==> src/rtl/alu_pkg.sv <==
// alu_pkg: shared definitions for the ALU result stage.
//   - opcode constants, flag bit indices
//   - alu_entry_t: one buffered operation (opcode, result, flags)
//   - skid_state_t: occupancy state of the 2-entry skid buffer
package alu_pkg;

  localparam int ALU_WIDTH = 64;
  localparam int ALU_OPW   = 4;
  localparam int ALU_CNTW  = 16;

  localparam logic [ALU_OPW-1:0] DIV  = 4'd0;
  localparam logic [ALU_OPW-1:0] SNE  = 4'd1;
  localparam logic [ALU_OPW-1:0] SRL  = 4'd2;
  localparam logic [ALU_OPW-1:0] NOR  = 4'd3;
  localparam logic [ALU_OPW-1:0] NAND = 4'd4;
  localparam logic [ALU_OPW-1:0] SLT  = 4'd5;
  localparam logic [ALU_OPW-1:0] SUB  = 4'd6;
  localparam logic [ALU_OPW-1:0] ADD  = 4'd7;
  localparam logic [ALU_OPW-1:0] SLTU = 4'd8;

  localparam int FLAG_CARRY = 0;
  localparam int FLAG_ZERO  = 1;
  localparam int FLAG_OVF   = 2;
  localparam int FLAG_SIGN  = 3;

  typedef struct packed {
    logic [ALU_OPW-1:0]   opcode;
    logic [ALU_WIDTH-1:0] result;
    logic [3:0]           flags;
  } alu_entry_t;

  typedef enum logic [1:0] {
    EMPTY = 2'd0,
    ONE   = 2'd1,
    FULL  = 2'd2
  } skid_state_t;

endpackage

==> src/rtl/alu_skid_buf.sv <==
// alu_skid_buf: generic 2-entry valid/ready skid buffer, strict FIFO order.
//   clk, rst_n (sync, active-low)
//   in_valid/in_ready/in_data   : upstream handshake and payload
//   out_valid/out_ready/out_data: downstream handshake; out_data is the main register
//
// state | meaning
// EMPTY | no entries held
// ONE   | main register valid
// FULL  | main and skid registers valid, input stalled
module alu_skid_buf
  import alu_pkg::*;
#(
  parameter int DW = 8
) (
  input  logic          clk,
  input  logic          rst_n,
  input  logic          in_valid,
  output logic          in_ready,
  input  logic [DW-1:0] in_data,
  output logic          out_valid,
  input  logic          out_ready,
  output logic [DW-1:0] out_data
);

  skid_state_t   state, state_next;
  logic [DW-1:0] main_q, skid_q;
  logic          load_main_in, load_main_skid, load_skid;
  logic          in_xfer, out_xfer;

  // Ready depends only on registered state (and reset), never on out_ready.
  assign in_ready  = rst_n && (state != FULL);
  assign out_valid = (state != EMPTY);
  assign out_data  = main_q;
  assign in_xfer   = in_valid && in_ready;
  assign out_xfer  = out_valid && out_ready;

  always_comb begin
    state_next     = state;
    load_main_in   = 1'b0;
    load_main_skid = 1'b0;
    load_skid      = 1'b0;
    case (state)
      EMPTY: begin
        if (in_xfer) begin
          state_next   = ONE;
          load_main_in = 1'b1;
        end
      end
      ONE: begin
        if (in_xfer && out_xfer) begin
          load_main_in = 1'b1;
        end else if (in_xfer) begin
          state_next = FULL;
          load_skid  = 1'b1;
        end else if (out_xfer) begin
          state_next = EMPTY;
        end
      end
      FULL: begin
        if (out_xfer) begin
          state_next     = ONE;
          load_main_skid = 1'b1;
        end
      end
      default: state_next = EMPTY;
    endcase
  end

  always_ff @(posedge clk) begin
    if (!rst_n) begin
      state  <= EMPTY;
      main_q <= '0;
      skid_q <= '0;
    end else begin
      state <= state_next;
      if (load_main_in) main_q <= in_data;
      else if (load_main_skid) main_q <= skid_q;
      if (load_skid) skid_q <= in_data;
    end
  end

endmodule

==> src/rtl/alu_result_stage.sv <==
// alu_result_stage: registered output stage after the 64-bit ALU.
// Buffers {opcode, result, flags} in a 2-entry skid buffer, counts completed
// output transfers, and optionally accumulates sticky flags.
//   clk, rst_n (sync, active-low)
//   in_valid/in_ready, in_opcode, in_result, in_carry/zero/overflow/sign
//   out_valid/out_ready, out_opcode, out_result, out_flags {sign,ovf,zero,carry}
//   op_count     : completed output transfers, wraps
//   sticky_clr   : clear sticky flags
//   sticky_flags : OR of transferred flags
// Build option: ALU_STICKY_FLAGS_EN enables the sticky register; otherwise
// sticky_flags is constant zero and sticky_clr is ignored.
module alu_result_stage
  import alu_pkg::*;
#(
  parameter int WIDTH = 64,
  parameter int OPW   = 4,
  parameter int CNTW  = 16
) (
  input  logic             clk,
  input  logic             rst_n,
  input  logic             in_valid,
  output logic             in_ready,
  input  logic [OPW-1:0]   in_opcode,
  input  logic [WIDTH-1:0] in_result,
  input  logic             in_carry,
  input  logic             in_zero,
  input  logic             in_overflow,
  input  logic             in_sign,
  output logic             out_valid,
  input  logic             out_ready,
  output logic [OPW-1:0]   out_opcode,
  output logic [WIDTH-1:0] out_result,
  output logic [3:0]       out_flags,
  output logic [CNTW-1:0]  op_count,
  input  logic             sticky_clr,
  output logic [3:0]       sticky_flags
);

  localparam int DW = OPW + WIDTH + 4;

  logic [3:0]      in_flags;
  logic [DW-1:0]   in_data, out_data;
  logic            out_xfer;
  logic [CNTW-1:0] op_count_q;

  always_comb begin
    in_flags             = '0;
    in_flags[FLAG_CARRY] = in_carry;
    in_flags[FLAG_ZERO]  = in_zero;
    in_flags[FLAG_OVF]   = in_overflow;
    in_flags[FLAG_SIGN]  = in_sign;
  end

  assign in_data = {in_opcode, in_result, in_flags};

  alu_skid_buf #(.DW(DW)) u_skid (
    .clk       (clk),
    .rst_n     (rst_n),
    .in_valid  (in_valid),
    .in_ready  (in_ready),
    .in_data   (in_data),
    .out_valid (out_valid),
    .out_ready (out_ready),
    .out_data  (out_data)
  );

  assign out_opcode = out_data[DW-1 -: OPW];
  assign out_result = out_data[4 +: WIDTH];
  assign out_flags  = out_data[3:0];
  assign out_xfer   = out_valid && out_ready;

  always_ff @(posedge clk) begin
    if (!rst_n) op_count_q <= '0;
    else if (out_xfer) op_count_q <= op_count_q + {{(CNTW-1){1'b0}}, 1'b1};
  end

  assign op_count = op_count_q;

`ifdef ALU_STICKY_FLAGS_EN
  logic [3:0] sticky_q;

  // A clear coinciding with a transfer keeps only that transfer's flags.
  always_ff @(posedge clk) begin
    if (!rst_n) sticky_q <= '0;
    else if (sticky_clr) sticky_q <= out_xfer ? out_flags : 4'b0000;
    else if (out_xfer) sticky_q <= sticky_q | out_flags;
  end

  assign sticky_flags = sticky_q;
`else
  logic unused_sticky_clr;
  assign unused_sticky_clr = sticky_clr;
  assign sticky_flags      = 4'b0000;
`endif

endmodule

==> config.mk <==
export PLATFORM = sky130hd
export DESIGN_NAME = alu_result_stage
export DESIGN_NICKNAME = d
export VERILOG_FILES = /design/src/rtl/alu_pkg.sv /design/src/rtl/alu_skid_buf.sv /design/src/rtl/alu_result_stage.sv
export SDC_FILE = /design/constraint.sdc
export NUM_CORES = 1
export LEC_CHECK = 0
export CORE_MARGIN = 2
export CORE_UTILIZATION = 48
export DETAILED_ROUTE_END_ITERATION = 6
export GPL_TIMING_DRIVEN = 0
export PLACE_DENSITY = 0.76
export SLEW_MARGIN = 0
export SYNTH_ARGS = -nofsm -noshare
export SYNTH_HDL_FRONTEND = slang
export SYNTH_SLANG_ARGS = --single-unit
==> constraint.sdc <==
create_clock -name clk -period 1.9 [get_ports clk]
set_input_delay 0.285 -clock clk [delete_from_list [all_inputs] [get_ports clk]]
set_output_delay 0.285 -clock clk [all_outputs]
set_load 0.005 [all_outputs]
# After elaboration in Yosys (flattened, before gate mapping)
# Cells that the tools add are included.
# totals
register_bits	162
inputBits	77
# op_classes
reduce_logical	8
addsub	1
eq_ne	7
mux	15
# op_table
cell	count
2-to-1 mux 72 bit	2
adder 16 x 1 -> 16 bit, second input constant	1
2-to-1 mux 2 bit	5
2-to-1 mux 1 bit	6
one-hot mux 2 bit (3 select lines)	1
logical AND 1 bit	4
!= test 2 x 1 -> 1 bit, second input constant	2
!= test 2 bit, second input constant	2
AND reduction 4 bit	1
nonzero test 2 bit	2
!= test 3 x 1 -> 1 bit, second input constant	1
== test 2 x 1 -> 1 bit, second input constant	1
== test 2 bit, second input constant	1
logical NOT 2 bit	1
one-hot mux 1 bit (2 select lines)	1

# Depth between registers and ports, before layout
# Gate-level depths: netlist of run 1.
# logic_depth
depth_word	7
depth_mapped	7

# Modules after synthesis
# From an unflattened synthesis of run 1, not the netlist that was laid out.
# hier_totals
hier_cells	780
hier_area_um2	7724.9
# by_module_without_submodules
mod	area_each_um2	n_inst	cells_each	seq_area_each_um2
alu_skid_buf	6959.2	1	692	2922.8
alu_result_stage	765.7	1	88	320.3

# Worst setup path after synthesis of run 1
# No wires, ideal clock.
# synth_path
kind	flip-flop to flip-flop
from	register op_count_q[3] (netlist: op_count[3])
to	register op_count_q[13] (netlist: op_count[13])
path_slack_ps	235
stages_incl_launch_ff	5
arrival_ps	1595
path_cell_list	dfxtp_1 nand4_4 or4_4 or3_1 a21oi_1
# synth_between
elab_chain_len	1
# synth_rtl
item	line	source
start, declared	alu_result_stage.sv:44	logic [CNTW-1:0] op_count_q;
start signal, assigned	alu_result_stage.sv:74	else if (out_xfer) op_count_q <= op_count_q + {{(CNTW-1){1'b0}}, 1'b1};
adder 16 x 1 -> 16 bit	alu_result_stage.sv:74	
# No other way between the ends.
# A chain may end at the register's enable or synchronous reset.

# Worst setup path in the final report of run 1
# layout_path
from	input port rst_n
to	output port in_ready
# layout_between
elab_chain_len	1
# layout_rtl
item	line	source
start, declared	alu_result_stage.sv:20	input logic rst_n,
logical AND 1 bit	alu_skid_buf.sv:31	assign in_ready = rst_n && (state != FULL);
end, declared	alu_result_stage.sv:22	output logic in_ready,
# No other way between the ends.

==> flow_metrics.env, run 1 <==
export IMPL_cts_inserted_buffers=17
export IMPL_worstHoldStart="out_ready"
export IMPL_crit_fanout=10
export IMPL_hold_class="in -> reg"
export IMPL_io_buffers=164
export IMPL_dpl_cell_count=1083
export IMPL_grt_max_degree=17
export IMPL_crit_path_start_kind="primary input"
export IMPL_grt_overflow_total=0
export IMPL_cts_tree="done"
export IMPL_yosysSeqAreaShare_pct=50.1
export IMPL_period_needed_ns=1.79
export IMPL_period_share_pct=94.0
export IMPL_drcViolationCount=0
export IMPL_outcome="finished, final reports clean"
export IMPL_wl_mm=17.4
export IMPL_reg2reg_from="op_count[1]$_SDFFE_PN0P_"
export IMPL_final_cell_area_um2=9060
export IMPL_grt_usage_pct=24.2
export IMPL_tightest_slew_ns=0.594
export IMPL_worst_ep_arrival_time_ns=1.50
export IMPL_finalNonFillerCells=1114
export IMPL_die_area_um2=14400
export IMPL_grt_pass1_vias=5432
export IMPL_avgSynthCellArea_um2=8.74
export IMPL_synth_top_area_share_pct=50.1
export IMPL_ys_ff_latch=162
export IMPL_cp_required_ns=1.62
export IMPL_cts_htree_levels=4
export IMPL_drive_gt1_share_pct=8.74
export IMPL_antenna_found_initial=0
export IMPL_maxSlewHeadroom_pct=60.1
export IMPL_rr_endpoint="op_count[8]$_SDFFE_PN0P_"
export IMPL_num_antenna_cells=0
export IMPL_yosysTopAreaCell="dfxtp_1"
export IMPL_rsz0062_at_grt="no"
export IMPL_drv_slew=0
export IMPL_synth_most_common_cell="dfxtp_1"
export IMPL_hold_viol=0
export IMPL_fill_cells=1078
export IMPL_clock_latency_ns=0.42
export IMPL_seq_area_um2=3240
export IMPL_cts_sinks=162
export IMPL_ios=171
export IMPL_firstDrtPassIters=5
export IMPL_setup_viol=0
export IMPL_core_area_um2=13200
export IMPL_synth_warnings=0
export IMPL_hold_end="u_skid.state[1]$_SDFFE_PN0P_"
export IMPL_cts_root_buf="clkbuf_16"
export IMPL_place_gp_congestion=0.815
export IMPL_syn_to_final_growth_pct=40.0
export IMPL_synth_edf_count=0
export IMPL_ir_drop_mv=0.598
export IMPL_end_kind="output port"
export IMPL_reg2reg_depth=4
export IMPL_fmax_mhz=560
export IMPL_hold_path_depth=2
export IMPL_ant_nets=0
export IMPL_postSynth_asyncResetShare_pct=0
export IMPL_hpwl_mm=11.8
export IMPL_fp_dieW_um=120
export IMPL_skew_ns=0.00600
export IMPL_power_leakage_nw=3.70
export IMPL_multi_input_area_um2=2970
export IMPL_initial_core_util_pct=49.1
export IMPL_drt_vias_per_instance=5.21
export IMPL_finalSetupTns_ns=0
export IMPL_rows=42
export IMPL_cap_viol_max_count=0
export IMPL_nets=1003
export IMPL_grt_pass1_wl_mm=27.6
export IMPL_rrSetupSlack_ns=0.15
export IMPL_die_y_um=120
export IMPL_cts_buffer_depth=2
export IMPL_synth_distinct_cells=38
export IMPL_syn_area_um2=6470
export IMPL_wl_per_cell_um=15.6
export IMPL_placed_cell_area_um2=8340
export IMPL_ys_flop_type="dfxtp_1"
export IMPL_synthTopCellsByCount="162 x dfxtp_1, 153 x nand2_1, 84 x nor2_1"
export IMPL_path_class="in -> out"
export IMPL_synth_cells=740
export IMPL_postCtsSetupRepairBufs=0
export IMPL_clk_pin_slew_worst_paths_ns=0.06
export IMPL_dr_first_iter_drc_count=423
export IMPL_power_density_nw_per_um2=910
export IMPL_num_vias=5809
export IMPL_yosys_top_cells_area="dfxtp_1 50%, mux2i_1 12%, nand2_1 8.9%"
## registers in the layout, indices dropped and copies added (netlist names)
name / cells
u_skid.state: 2
op_count: 16
u_skid.skid_q: 72
u_skid.out_data: 72
## power by group
part	leakage (nW)	internal [mW]	total [mW]	switching, mW
registers	1.32	3.54	3.62	0.0794
logic	2.06	0.490	0.884	0.395
clock network	0.322	2.41	3.74	1.33
## cell usage in the layout, fill, tap and decap left out, types with 6 or more instances in the layout
cell type,n
a21oi_1,77
nor2_1,84
clkbuf_1,24
a211oi_1,72
dfxtp_1,161
nand2_1,153
clkbuf_2,8
buf_2,21
mux2i_1,75
clkbuf_16,17
xnor2_1,6
clkbuf_8,7
clkdlybuf4s50_1,161
## per-stage QoR
stage	setup slack [ns]	hold WS [ns]	power [mW]	utilization, %
finish	0.114	0.159	8.25	68.7
global route	0.00311	0.154	8.55	68.7
CTS	0.0729	0.131	8.30	68.6
detailed placement	-1.01	0.446	4.56	63.3
global placement	-1.03	0.441	4.56	63.3
floorplan	0.235	0.421	4.03	-
## how the worst max path moves through the flow
stage                                 startpoint                          endpoint  cells past startpoint
detailed placement                         rst_n                          in_ready                      6
global placement                           rst_n                          in_ready                      6
finish                                     rst_n                          in_ready                      6
floorplan               op_count[3]$_SDFFE_PN0P_         op_count[13]$_SDFFE_PN0P_                      4
global route        u_skid.state[0]$_SDFFE_PN0P_  u_skid.out_data[31]$_SDFFE_PN0P_                      7
CTS                 u_skid.state[1]$_SDFFE_PN0P_    u_skid.skid_q[65]$_SDFFE_PN0P_                      7
## worst max-delay path: stages
cell and delay [ns]:
clkdlybuf4s15_2 0.27, inv_4 0.17, clkbuf_8 0.20, clkbuf_4 0.23, a21oi_1 0.05, dlygate4sd2_1 0.29
## cells by family after synthesis
group / Yosys count / synth area share [%]
compound gates: 157 / 15.2
simple gates: 267 / 16.9
buf+inv: 67 / 4.56
other cells: 1 / 0.0580
fa+ha+maj: 1 / 0.193
mux: 75 / 11.6
xor+xnor: 10 / 1.35
flops: 162 / 50.1
## per-layer routing
layer	part of all wire (%)	up-vias	wire length (um)	track usage, %
li1	-	2904	-	-
met1	44	2708	7710	32.3
met2	48	174	8370	37.6
met3	6.1	23	1060	6.18
met4	1.5	0	269	9.56
met5	0	-	0	0
## what timing repair did
action / in CTS / in global routing
pin swaps: 0 / 0
gates resized for setup: 25 / 7
hold buffers: 0 / 0
setup endpoints to repair: 141 / 81
cloned: 0 / 0
## area by class of cell
class,instances,share of cell area [%]
multi-input cells,514,32.7
repair buffers,164,18.1
clock buffers,24,5.65
flip-flops and latches,162,35.8
clock inverters,8,1.62
plain buffers,62,3.45
well taps,176,2.43
inverters,4,0.193
No activity file was read; power rests on OpenSTA's default activity.
==> run 2: changes to the inputs <==
Settings changed: CTS_BUF_LIST from default to sky130_fd_sc_hd__clkbuf_4 sky130_fd_sc_hd__clkbuf_8 sky130_fd_sc_hd__clkbuf_16.
==> flow_metrics.env, run 2 (same netlist as run 1, synthesis figures left out) <==
export IMPL_outcome="finished, final reports clean"
export IMPL_grt_overflow_total=0
export IMPL_drv_slew=0
export IMPL_grt_pass1_vias=5432
export IMPL_wl_per_cell_um=15.6
export IMPL_ant_nets=0
export IMPL_cts_buffer_depth=2
export IMPL_dr_first_iter_drc_count=424
export IMPL_grt_max_degree=17
export IMPL_core_area_um2=13200
export IMPL_tightest_slew_ns=0.595
export IMPL_cts_inserted_buffers=17
export IMPL_wl_mm=17.4
export IMPL_fmax_mhz=560
export IMPL_rsz0062_at_grt="no"
export IMPL_holdWs_ns=0.155
export IMPL_clk_pin_slew_worst_paths_ns=0.06
export IMPL_clock_latency_ns=0.42
export IMPL_placed_cell_area_um2=8340
export IMPL_worst_ep_arrival_time_ns=1.50
export IMPL_path_class="in -> out"
export IMPL_ir_drop_mv=0.600
export IMPL_die_area_um2=14400
export IMPL_maxSlewHeadroom_pct=60.0
export IMPL_period_needed_ns=1.79
export IMPL_hold_class="in -> reg"
export IMPL_period_share_pct=94.1
export IMPL_firstDrtPassIters=6
export IMPL_dpl_cell_count=1083
export IMPL_fin_util_pct=68.7
export IMPL_p_total_mw=8.26
export IMPL_cp_required_ns=1.62
export IMPL_initial_core_util_pct=49.1
export IMPL_power_leakage_nw=3.71
export IMPL_cts_tree="done"
export IMPL_ios=171
export IMPL_fp_dieW_um=120
export IMPL_grt_usage_pct=24.2
export IMPL_cts_sinks=162
export IMPL_nets=1003
export IMPL_hold_viol=0
export IMPL_setup_viol=0
export IMPL_finalNonFillerCells=1114
export IMPL_final_cell_area_um2=9060
export IMPL_drcViolationCount=0
export IMPL_hpwl_mm=11.8
export IMPL_crit_path_start_kind="primary input"
export IMPL_fill_cells=1077
export IMPL_grt_pass1_wl_mm=27.6
export IMPL_antenna_found_initial=0
export IMPL_cap_viol_max_count=0
export IMPL_final_cell_mix="161 x clkdlybuf4s50_1, 161 x dfxtp_1, 153 x nand2_1"
export IMPL_num_antenna_cells=0
export IMPL_crit_fanout=10
export IMPL_end_kind="output port"
export IMPL_postCtsSetupRepairBufs=0
export IMPL_drt_vias_per_instance=5.22
export IMPL_drive_gt1_share_pct=8.85
export IMPL_cts_root_buf="clkbuf_16"
export IMPL_num_vias=5814
export IMPL_cts_htree_levels=4
export IMPL_place_gp_congestion=0.815
export IMPL_die_y_um=120
export IMPL_syn_to_final_growth_pct=40.1
export IMPL_power_density_nw_per_um2=912
export IMPL_skew_ns=0.00601
export IMPL_rows=42
export IMPL_io_buffers=164
[run 2: cell type report]
| class | instances | area [um2] | share of cell area [%] |
|---|---|---|---|
| clock buffer | 24 | 515 | 5.69 |
| tap | 176 | 220 | 2.43 |
| timing repair buffer | 164 | 1640 | 18.1 |
| sequential | 162 | 3240 | 35.8 |
| clock inverter | 8 | 146 | 1.62 |
| inverter | 4 | 17.5 | 0.193 |
| multi-input combinational | 514 | 2970 | 32.7 |
| buffer | 62 | 313 | 3.45 |
[run 2: power breakdown]
| part | switching (mW) | internal [mW] | leakage (nW) |
|---|---|---|---|
| Clock | 1.33 | 2.42 | 0.326 |
| Sequential | 0.0794 | 3.54 | 1.32 |
| Combinational | 0.395 | 0.490 | 2.06 |
| Total | 1.81 | 6.45 | 3.71 |
[run 2: worst paths after layout]
kind                                       start  cells past startpoint                              to  slack, ns
setup / recovery                           rst_n                      6                        in_ready       0.11
hold / removal                         out_ready                      2    u_skid.state[1]$_SDFFE_PN0P_       0.16
hold reg to reg   u_skid.skid_q[13]$_SDFFE_PN0P_                      2  u_skid.skid_q[13]$_SDFFE_PN0P_       0.45
setup reg to reg        op_count[1]$_SDFFE_PN0P_                      4        op_count[8]$_SDFFE_PN0P_       0.14
[run 2: metrics by stage]
| step | TNS, ns | worst slack [ns] |
|---|---|---|
| floorplan | 0 | 0.235 |
| global placement | -78.81 | -1.03 |
| detailed placement | -84.59 | -1.01 |
| CTS | 0 | 0.0729 |
| global route | 0 | 0.00311 |
| finish | 0 | 0.113 |
[run 2: critical path, cell delays in order]
cell             delay, ns
clkdlybuf4s15_2       0.27
inv_4                 0.17
clkbuf_8              0.20
clkbuf_4              0.23
a21oi_1               0.05
dlygate4sd2_1         0.29
[run 2: repair_timing]
| action | in CTS | in global routing |
|---|---|---|
| endpoints found under the setup margin | 141 | 81 |
| gates resized for setup | 25 | 7 |
| hold buffers | 0 | 0 |
[run 2: routing by layer]
metal | GRT usage, % | up-vias | part of all wire, %
met2 | 37.6 | 170 | 48
met4 | 9.56 | 0 | 1.6
met5 | 0 | - | 0
met1 | 32.3 | 2715 | 44
met3 | 6.18 | 24 | 5.9
li1 | - | 2905 | -
==> run 3: changes to the inputs <==
Settings changed: CTS_CLUSTER_DIAMETER from default to 80.
==> results of run 3 <==
The final DEF is identical to that of run 2; final timing and power are the same.
